### src/rtl/roulette_pkg.sv
// roulette_pkg: sequencer state type, default counter width and saturating delay update
package roulette_pkg;
  typedef enum logic [1:0] {IDLE, WAIT, REQ, HOLD} state_t;
  localparam int CNT_W_DEF = 32;
  function automatic logic [63:0] sat_add(input logic [63:0] a, input logic [63:0] b, input logic [63:0] lim);
    logic [63:0] s;
    s = a + b;
    return (s < a || s > lim) ? lim : s;
  endfunction
endpackage

### src/rtl/roulette_sequencer_key_debounce.sv
// key_debounce: 2-flop sync, stable-sample filter and one-cycle press pulse for an active-low key
//   i_clk, i_rst_n (async active-low), i_key (raw, active-low), o_press (pulse on accepted press)
module key_debounce #(
  parameter int DEBOUNCE_CYC = 1000000
)(
  input  logic i_clk,
  input  logic i_rst_n,
  input  logic i_key,
  output logic o_press
);
  localparam int DW = $clog2(DEBOUNCE_CYC + 1);
  logic [1:0] sync;
  logic level, level_q;
  logic [DW-1:0] cnt;
  always_ff @(posedge i_clk or negedge i_rst_n)
    if (!i_rst_n) begin
      sync <= 2'b11;
      level <= 1'b1;
      level_q <= 1'b1;
      cnt <= '0;
      o_press <= 1'b0;
    end else begin
      sync <= {sync[0], i_key};
      level_q <= level;
      o_press <= level_q & ~level;
      if (sync[1] == level) cnt <= '0;
      else if (cnt == DW'(DEBOUNCE_CYC - 1)) begin
        level <= sync[1];
        cnt <= '0;
      end else cnt <= cnt + DW'(1);
    end
endmodule

### src/rtl/roulette_sequencer.sv
// roulette_sequencer: debounced KEY start/stop and decelerating generator-advance scheduler
//   i_clk, i_rst_n (async active-low), i_start (raw active-low key), i_step_ack (advance consumed)
//   o_step_req (advance request), o_show (display enable), o_final (result held), o_run_idx[4:0],
//   o_done (pulse on reaching HOLD), o_err (sticky ack timeout)
//   SEQ_TIMEOUT_EN: abort REQ to IDLE with o_err after ACK_TIMEOUT unacknowledged cycles
module roulette_sequencer
  import roulette_pkg::*;
#(
  parameter int STEP_COUNT   = 15,
  parameter int BASE_DELAY   = 4000000,
  parameter int DELAY_INC    = 2000000,
  parameter int DEBOUNCE_CYC = 1000000,
  parameter int CNT_W        = CNT_W_DEF
`ifdef SEQ_TIMEOUT_EN
  , parameter int ACK_TIMEOUT = 1024
`endif
)(
  input  logic       i_clk,
  input  logic       i_rst_n,
  input  logic       i_start,
  input  logic       i_step_ack,
  output logic       o_step_req,
  output logic       o_show,
  output logic       o_final,
  output logic [4:0] o_run_idx,
  output logic       o_done,
  output logic       o_err
);
  localparam logic [CNT_W-1:0] BASE_EFF = (BASE_DELAY == 0) ? CNT_W'(1) : CNT_W'(BASE_DELAY);
  state_t state, state_n;
  logic [CNT_W-1:0] cnt, cnt_n, delay, delay_n;
  logic [4:0] idx, idx_n;
  logic done_n, press;
`ifdef SEQ_TIMEOUT_EN
  localparam int TW = $clog2(ACK_TIMEOUT + 1);
  logic [TW-1:0] tmo, tmo_n;
  logic err_n;
`endif
  key_debounce #(.DEBOUNCE_CYC(DEBOUNCE_CYC)) u_key (
    .i_clk(i_clk), .i_rst_n(i_rst_n), .i_key(i_start), .o_press(press)
  );
  assign o_step_req = state == REQ;
  assign o_show = state != IDLE;
  assign o_final = state == HOLD;
  assign o_run_idx = idx;
  always_comb begin
    state_n = state;
    cnt_n = '0;
    delay_n = delay;
    idx_n = idx;
    done_n = 1'b0;
`ifdef SEQ_TIMEOUT_EN
    tmo_n = '0;
    err_n = press ? 1'b0 : o_err;
`endif
    unique case (state)
      IDLE:
        if (press) begin
          state_n = WAIT;
          delay_n = BASE_EFF;
          idx_n = '0;
        end
      WAIT:
        if (press) begin
          state_n = IDLE;
          idx_n = '0;
        end else begin
          cnt_n = cnt + CNT_W'(1);
          state_n = (cnt == delay - CNT_W'(1)) ? REQ : WAIT;
        end
      REQ: begin
        if (press) begin
          state_n = IDLE;
          idx_n = '0;
        end else if (i_step_ack) begin
          idx_n = idx + 5'd1;
          if (idx_n == 5'(STEP_COUNT)) begin
            state_n = HOLD;
            done_n = 1'b1;
          end else begin
            state_n = WAIT;
            delay_n = CNT_W'(sat_add(64'(delay), 64'(DELAY_INC), 64'({CNT_W{1'b1}})));
          end
        end
`ifdef SEQ_TIMEOUT_EN
        else if (tmo == TW'(ACK_TIMEOUT - 1)) begin
          state_n = IDLE;
          idx_n = '0;
          err_n = 1'b1;
        end else tmo_n = tmo + TW'(1);
`endif
      end
      HOLD:
        if (press) begin
          state_n = IDLE;
          idx_n = '0;
        end
    endcase
  end
  always_ff @(posedge i_clk or negedge i_rst_n)
    if (!i_rst_n) begin
      state <= IDLE;
      cnt <= '0;
      delay <= BASE_EFF;
      idx <= '0;
      o_done <= 1'b0;
    end else begin
      state <= state_n;
      cnt <= cnt_n;
      delay <= delay_n;
      idx <= idx_n;
      o_done <= done_n;
    end
`ifdef SEQ_TIMEOUT_EN
  always_ff @(posedge i_clk or negedge i_rst_n)
    if (!i_rst_n) begin
      tmo <= '0;
      o_err <= 1'b0;
    end else begin
      tmo <= tmo_n;
      o_err <= err_n;
    end
`else
  assign o_err = 1'b0;
`endif
endmodule

### config.mk
export PLATFORM = sky130hd
export DESIGN_NAME = roulette_sequencer
export DESIGN_NICKNAME = d
export VERILOG_FILES = /design/src/rtl/roulette_pkg.sv /design/src/rtl/roulette_sequencer_key_debounce.sv /design/src/rtl/roulette_sequencer.sv
export SDC_FILE = /design/constraint.sdc
export NUM_CORES = 1
export LEC_CHECK = 0
export CORE_MARGIN = 2
export CORE_UTILIZATION = 35
export CTS_BUF_LIST = sky130_fd_sc_hd__clkbuf_2
export DETAILED_ROUTE_END_ITERATION = 7
export SLEW_MARGIN = 25
export SYNTH_ARGS = -nofsm -noshare
export SYNTH_HDL_FRONTEND = slang
export SYNTH_SLANG_ARGS = --single-unit
### constraint.sdc
create_clock -name i_clk -period 4.4 [get_ports i_clk]
set_input_delay 0.88 -clock i_clk [delete_from_list [all_inputs] [get_ports i_clk]]
set_output_delay 0.88 -clock i_clk [all_outputs]
set_load 0.005 [all_outputs]
### Word-level counts from Yosys, hierarchy flattened

Cells that the tools add are included.

* bits in registers: 97
* input port bits: 4
* output and inout bits: 10
* logic and storage cells: 69

* add/sub/neg operators: 5
* magnitude comparators: 2
* equality and inequality tests: 14
* multiplexer cells: 26
* bitwise logic cells: 3
* reduce and logical (&&, ||, !) cells: 9

Operators by type and width (number)
* $mux 32: 7
* $pmux 32 s2: 1
* $mux 20: 2
* $add 32x21->33 const B: 1
* $gt 33x32->1 const B: 1
* $lt 33x32->1: 1
* $add 32x1->32 const B: 1
* $eq 32x32->1: 1
* $sub 32x1->32 const B: 1
* $add 20x1->20 const B: 1
* $eq 20x20->1 const B: 1
* $mux 5: 3
* $mux 2: 7
* $pmux 5 s2: 1
* $pmux 2 s4: 1
* $ne 2x1->1 const B: 3
* $ne 2x2->1 const B: 3
* $add 5x1->5 const B: 1
* $eq 5x4->1 const B: 1
* $reduce_and 5->1: 1
* $eq 2x2->1 const B: 2
* $mux 1: 4
* $reduce_and 2->1: 2
* $reduce_bool 2->1: 2
* other kinds (9): 10

### Logic depth before layout (Yosys ltp)

Gate-level depths: netlist of run 1.

* depth after elaboration: 8
* mapped depth: 20
* depth with buffers taken out: 19

### Modules after synthesis

Synthesis of run 1 repeated with hierarchy kept, for this count alone.

* cell total of the unflattened synthesis: 734
* area total of the unflattened synthesis: 6373.6 sq um

By module, submodules not included
* roulette_sequencer: times used 1, cells each 623, area an instance 5197.5 sq um
* key_debounce: times used 1, cells each 111, area an instance 1176.1 sq um

### Least setup slack after synthesis of run 1

No wires, ideal clock.

* kind: reg-to-reg
* start point: reg delay[8]
* end point: reg delay[14]
* arrival: 3.747 ns
* required time: 4.306 ns
* path slack: 0.559 ns
* cell stages (with the launch flop): 21
* clock period less this slack: 3.841 ns
* cell sequence: dfstp_2 ha_1 nand2_1 nand2_1 nand2b_1 o21ai_0 nand2b_1 and3_1 nand2_1 nor3_1 ha_1 nor4b_1 nand4_1 nor4b_1 nand4b_1 nor4_1 a32oi_1 o21ai_4 buf_6 o21ai_1 a221oi_2

* word-level cells in the longest chain between the ends: 8
* elaborated cells on any way between the ends: 9
* those cells by class: 1 x add/sub; 2 x order compare; 5 x mux; 1 x reduce/logical

Ends and longest elaborated chain
* start: declaration: RTL line roulette_sequencer.sv:31 `logic [CNT_W-1:0] cnt, cnt_n, delay, delay_n;`
* start signal: assignment: RTL line roulette_sequencer.sv:110 `delay <= delay_n;`
* $add 32x21->33: RTL line roulette_pkg.sv:7 `s = a + b;`
* $lt 33x32->1 / $gt 33x32->1 (equally long branches): RTL line roulette_pkg.sv:8 `return (s < a || s > lim) ? lim : s;`
* $logic_or 1x1->1: RTL line roulette_pkg.sv:8
* $mux 32 (*): RTL line roulette_pkg.sv:8
* $mux 32 (*): RTL line roulette_sequencer.sv:77 `if (idx_n == 5'(STEP_COUNT)) begin`
* $mux 32 (*): RTL line roulette_sequencer.sv:75 `end else if (i_step_ack) begin`
* $mux 32 (*): RTL line roulette_sequencer.sv:72 `if (press) begin`
* $pmux 32 s2 (*): RTL line roulette_sequencer.sv:56 `unique case (state)`

Mark *: on every way between the ends. The rest lies on a longest branch, timed or not. The select of a mux whose other input is x is not followed.
A chain may end at the register's enable or synchronous reset.

### Worst setup path in the final report of run 1

* start point: reg delay[8]
* end point: reg delay[28]

Same word-level chain as after synthesis.

==> summary.txt, run 1 <==
Layout
  • Non-Filler Instances: 937
  • Layout Nets: 732
  • Reg area: 2290 um^2
  • Multi-input gate area: 3530 um^2
  • Area delta synth->final: 9.10%
  • Commonest cells after routing, fill and taps aside: nor2_1, dfrtp_1, xor2_1, xnor2_1, nand2_1
  • Filler cell count: 1741
  • Layout cells sized above 1: 11.3%
  • Commonest non-fill, non-tap cell in the layout: nor2_1
  • Fin area: 6630 um^2

Global route
  • First-pass GRT wire length: 24200 um
  • Initial antenna violation count: 1
  • Grt ovf: 0
  • Tot GR Track Use: 16.6%
  • Vias in the first global route: 4758
  • Largest net degree at the start of global routing: 67

Critical path
  • CP arrival: 4630 ps
  • CP cell instances: ha_1, nand2_1, nand2_1, nand2b_1, o21ai_2, nand2b_1, and3_1, nand2_2, nor3_2, ha_1, nor4b_2, nand4_1, nor4b_2, nand4b_1, nor4_2, a32oi_2, o21ai_4, buf_12, o21ai_1, a221oi_2
  • Reg-to-reg setup timing slack: 350 ps
  • Critical Path Source Type: register
  • Crit end category: register
  • Worst Path Required: 4980 ps
  • Crit Path Category: reg -> reg
  • CP peak stage delay: 600 ps
  • Critical-path top delay cell: dfstp_2
  • Worst-path fanout max: 8

Floorplan
  • Site Rows: 48
  • Io pins: 14
  • Chip height: 136 um
  • Die width: 136 um
  • Die area: 18400 um^2
  • Total core area: 17100 um^2
  • Initial Utilization: 35.5%

Synth
  • Number of library cell types mapped by synthesis: 67
  • Async set-reset flop share out of synthesis: 100%
  • Mapped Area: 6080 um^2
  • Syn Nets: 726
  • Syn avg cell area: 8.69 um^2
  • Number of synthesized register bits: 91
  • Main flop type after synthesis: dfrtp_1
  • EDFF count, synth: 0
  • Synth Instances: 700
  • Register area share after synthesis: 37.7%
  • Yosys warnings: 0

CTS
  • CTS Buffer Depth: 2
  • Skew-Pair Late Insertion Delay: 630 ps
  • CTS tree: yes
  • Post-cts hold buffer count: 0
  • Clk sinks: 91
  • H-Tree Depth: 3
  • Worst-path clk slew: 300 ps
  • CTS Root Cell: clkbuf_2
  • Number of CTS-inserted buffers: 9

STA
  • Final Max Slew Viols: 0
  • Slew margin rel.: 41.6%
  • Worst-Margin Slew: 876 ps
  • Final hold slack: 307 ps
  • Final cycle utilization of the critical path: 92.0%
  • Fin Clk Skew: 37.1 ps
  • Final hold vios: 0
  • Min Tclk post-route: 4050 ps
  • Max Fclk: 247 MHz
  • Final setup fails: 0

Detailed routing
  • Final WL: 14300 um
  • DRT iter0 DRCs: 277
  • ANT nets after route: 0
  • DR vias: 4869
  • Via-to-Cell Ratio: 5.20
  • DRC Markers: 0
  • DRT Pass-1 Iters: 5
  • Routed WL per cell: 15.3 um

Placement
  • Cell Area, Placed: 6430 um^2
  • Placed cell count: 917
  • DP Wirelength: 10300 um
  • GP Congestion: 0.889
  • IO Port Bufs: 12

Run
  • Max Cap Viol: 0

Power and ir drop
  • Pwr per Cell Area: 197 nW/um^2
  • Leakage: 2.65 nW
  • Tot Pwr: 0.00131 W
  • Peak VDD IR: 0.0999 mV

Worst hold path
  • HP Class: in -> async

Outcome
  • Status: finished, final reports clean
worst paths after layout:
kind	startpoint	end	cells past startpoint
setup / recovery	delay[8]	delay[28]	20
hold / removal	i_rst_n	cnt[9]	1
setup reg to reg	delay[8]	delay[28]	20
hold reg to reg	u_key.sync[0]	u_key.sync[1]	0
max in group asynchronous	i_rst_n	u_key.level	2
min in group i_clk	u_key.sync[0]	u_key.sync[1]	0
final cells by class:
class	instances	area share [%]
clock inverters	6	0.868
diodes	1	0.0377
inverters	41	2.32
repair buffers	30	4.00
well taps	225	4.24
clock buffers	10	0.755
multi-input cells	533	53.2
flip-flops and latches	91	34.5
critical path, delay by kind of cell (launching register included):
family / cells / cell delay (ps)
adders and majority gates: 2 / 460
DFF: 1 / 600
AOI/OAI and AO/OA: 5 / 860
and+or+nand+nor: 12 / 1930
buffers and inverters: 1 / 170
per-layer routing:
metal / share of wire, % / global-route usage [%] / up-vias
met5: 0 / 0 / -
met1: 48 / 22.6 / 2351
met2: 46 / 25.5 / 75
li1: - / - / 2420
met4: 2.4 / 6.66 / 0
met3: 3.5 / 3.55 / 23
synth_stat cells, types with 7 or more instances:
library cell	n	share of area (%)
a211oi_1	7	0.86
dfstp_2	11	4.8
o21ai_0	41	3.4
or3_1	9	0.93
nand4_1	20	2.1
nand3_1	30	2.5
xnor2_1	49	7.1
nand2_1	47	2.9
and3_1	13	1.3
and2_1	13	1.3
inv_1	41	2.5
nor3_1	17	1.4
nor4_1	9	0.93
a21oi_1	19	1.6
dfrtp_1	80	33
xor2_1	52	7.5
clkbuf_1	22	1.4
a31oi_1	8	0.82
nor2_1	96	5.9
ha_1	22	4.5
buf_2	7	0.58
o21ai_1	8	0.66
registers in the layout, summed over array words and instances (netlist names):
register       count
u_key.level        1
o_run_idx          5
u_key.level_q      1
u_key.sync         2
cnt               32
state              2
u_key.cnt         20
delay             26
o_done             1
u_key.o_press      1
kinds of logic after synthesis:
family	Yosys count	share of synthesized area (%)
adders and majority gates	22	4.53
muxes	6	1.01
AOI/OAI and AO/OA	111	12.5
other	1	0.0617
buffers and inverters	77	5.31
xor gates and xnor gates	101	14.6
and+or+nand+nor	291	24.4
DFF	91	37.7
through the flow:
step                      util [%]  setup slack [ps]  setup TNS [ps]
after floorplan                  -               559               0
after global placement        37.6             -22.7           -42.6
after detailed placement      37.6              -171           -1410
after CTS                     38.5              16.7               0
after global routing          38.8             -16.3           -62.6
final                         38.8               352               0
report_power, final:
group	leakage, nW	switching (W)	total, W	internal [W]
Clock	0.0709	0.000342	0.000435	0.0000929
Sequential	1.13	0.00000241	0.000846	0.000843
Combinational	1.45	0.0000217	0.0000272	0.00000550
what timing repair did:
action | CTS | global route
pin swaps | 0 | 5
cloned | 1 | 0
buffers inserted | 2 | 0
endpoints found under the setup margin | 20 | 26
gates resized for setup | 2 | 9
No activity file was read; power rests on OpenSTA's default activity.
==> run 2, diff against run 1 <==
Settings changed: SLEW_MARGIN 25 to 20.
Clock period 4.4 ns to 5 ns, I/O delays scaled along.
==> run 2 against run 1 <==
- count of clock-buffer cells in the layout is 1 lower
- design area is 1.8% lower
- critical endpoint is now delay[10]
- critical path depth is 1 lower
- setup slack better by 56 ps
- combinational power is 14% lower
- clock skew is 1.0 ps lower
- power is 9.9% lower
==> summary.txt, run 2 (synthesis gave the netlist of run 1 again) <==
Floorplan
  • Initial Utilization: 35.5%
  • Total core area: 17100 um^2
  • Site Rows: 48
  • Chip height: 136 um
  • Die area: 18400 um^2
  • Die width: 136 um
  • Io pins: 14

STA
  • Final setup fails: 0
  • Max Fclk: 218 MHz
  • Min Tclk post-route: 4590 ps
  • Final cycle utilization of the critical path: 91.8%
  • Final hold vios: 0
  • Fin Clk Skew: 36.1 ps
  • Unrepaired setup endpoints after global routing: false
  • Final Max Slew Viols: 0
  • Setup TNS: 0 ps
  • Worst-Margin Slew: 983 ps
  • Slew margin rel.: 34.5%

Layout
  • Layout Utilization: 38.1%
  • Largest register FFs: 32
  • Commonest cells after routing, fill and taps aside: nor2_1, dfrtp_1, xor2_1, xnor2_1, nand2_1
  • Non-Filler Instances: 925
  • Biggest register: cnt
  • Commonest non-fill, non-tap cell in the layout: nor2_1
  • Largest registers: cnt (32), delay (26), u_key.cnt (20)
  • Area delta synth->final: 7.18%
  • Layout cells sized above 1: 8.58%
  • Layout Nets: 720
  • Filler cell count: 1760

Placement
  • Placed cell count: 905
  • DP Wirelength: 9950 um
  • GP Congestion: 0.836
  • IO Port Bufs: 12

Worst hold path
  • Hold path start: u_key.sync[0]
  • HP Class: reg -> reg

CTS
  • Skew-Pair Late Insertion Delay: 600 ps
  • CTS Buffer Depth: 2
  • CTS tree: yes
  • Number of CTS-inserted buffers: 9
  • CTS Root Cell: clkbuf_2
  • H-Tree Depth: 3
  • Clk sinks: 91
  • Worst-path clk slew: 270 ps

Global route
  • Tot GR Track Use: 15.8%
  • Initial antenna violation count: 1
  • First-pass GRT wire length: 23100 um
  • Vias in the first global route: 4588
  • Grt ovf: 0
  • Largest net degree at the start of global routing: 70

Detailed routing
  • DRT Pass-1 Iters: 5
  • DRT iter0 DRCs: 377
  • Via-to-Cell Ratio: 5.25
  • Routed wl met2: 6520 um
  • DRC Markers: 0
  • Met3 WL: 581 um
  • Routed metal-1 wire length: 6630 um
  • Routed WL per cell: 15.2 um
  • Final WL: 14100 um
  • Top Metal Used: met4
  • ANT nets after route: 0
  • DR vias: 4852

Power and ir drop
  • Leakage: 2.59 nW
  • Peak VDD IR: 0.110 mV
  • Pwr per Cell Area: 181 nW/um^2

Critical path
  • Crit end category: register
  • Worst-path fanout max: 7
  • Worst Path Required: 5530 ps
  • Critical Path Source Type: register
  • Crit Path Category: reg -> reg
  • CP arrival: 5130 ps
  • CP Launch Point: delay[8]
  • Worst flop-to-flop path startpoint: delay[8]

Run
  • Max Cap Viol: 0

Outcome
  • Status: finished, final reports clean
run 2: cell type report:
class,count,area (um^2),share of cell area [%]
Multi-Input combinational cell,534,3500,53.8
Sequential cell,91,2290,35.2
Tap cell,225,282,4.32
Timing Repair Buffer,17,155,2.38
Inverter,41,154,2.36
Clock inverter,7,82.6,1.27
Clock buffer,9,45.0,0.691
Antenna cell,1,2.50,0.0384
run 2: final timing paths:
check / endpoint / slack (ps) / depth (start not counted)
setup / recovery: delay[10] / 410 / 19
hold / removal: u_key.sync[1] / 380 / 0
setup reg to reg: delay[10] / 410 / 19
hold reg to reg: u_key.sync[1] / 380 / 0
max in group asynchronous: u_key.level / 3620 / 2
min in group asynchronous: cnt[6] / 470 / 1
run 2: worst max-delay path, cell delays in order, from the launching register on:
cell	delay [ps]
dfstp_2	650
ha_1	200
nand2_1	80
nand2_1	110
nand2b_1	100
o21ai_0	290
nand2b_1	170
and3_1	180
nand2_1	110
nor3_1	230
ha_1	310
nor4b_2	350
nand4_1	130
nor4b_1	300
nand4b_1	150
nor4_2	310
a32oi_2	230
o21ai_4	200
nor2_4	130
a221oi_1	290
run 2: per-layer routing:
metal | GRT usage (%) | vias to the layer above
met5 | 0 | -
met4 | 5.79 | 0
met3 | 2.88 | 26
met2 | 25.4 | 109
met1 | 21.2 | 2313
li1 | - | 2404
run 2: repair_timing:
action | 4_1_cts | 5_1_grt
setup buffers | 0 | 1
endpoints found under the hold margin | 0 | 0
resized for setup | 0 | 3
endpoints found under the setup margin | 0 | 26
hold buffers | 0 | 0
run 2: power breakdown:
group	total, W	internal (W)	switching (W)
clock network	0.000411	0.000126	0.000284
registers	0.000744	0.000742	0.00000213
logic	0.0000235	0.00000482	0.0000187
total	0.00118	0.000873	0.000305
run 2: through the flow:
stage | hold WS, ps | worst slack, ps | area [um^2] | total power [W]
2_1_floorplan | 345 | 1160 | 6080 | 0.000762
3_3_place_gp | 346 | 435 | 6340 | 0.000781
3_5_place_dp | 348 | 341 | 6340 | 0.000781
4_1_cts | 392 | 267 | 6470 | 0.00120
5_1_grt | 388 | 41.9 | 6520 | 0.00124
6_report | 376 | 408 | 6520 | 0.00118
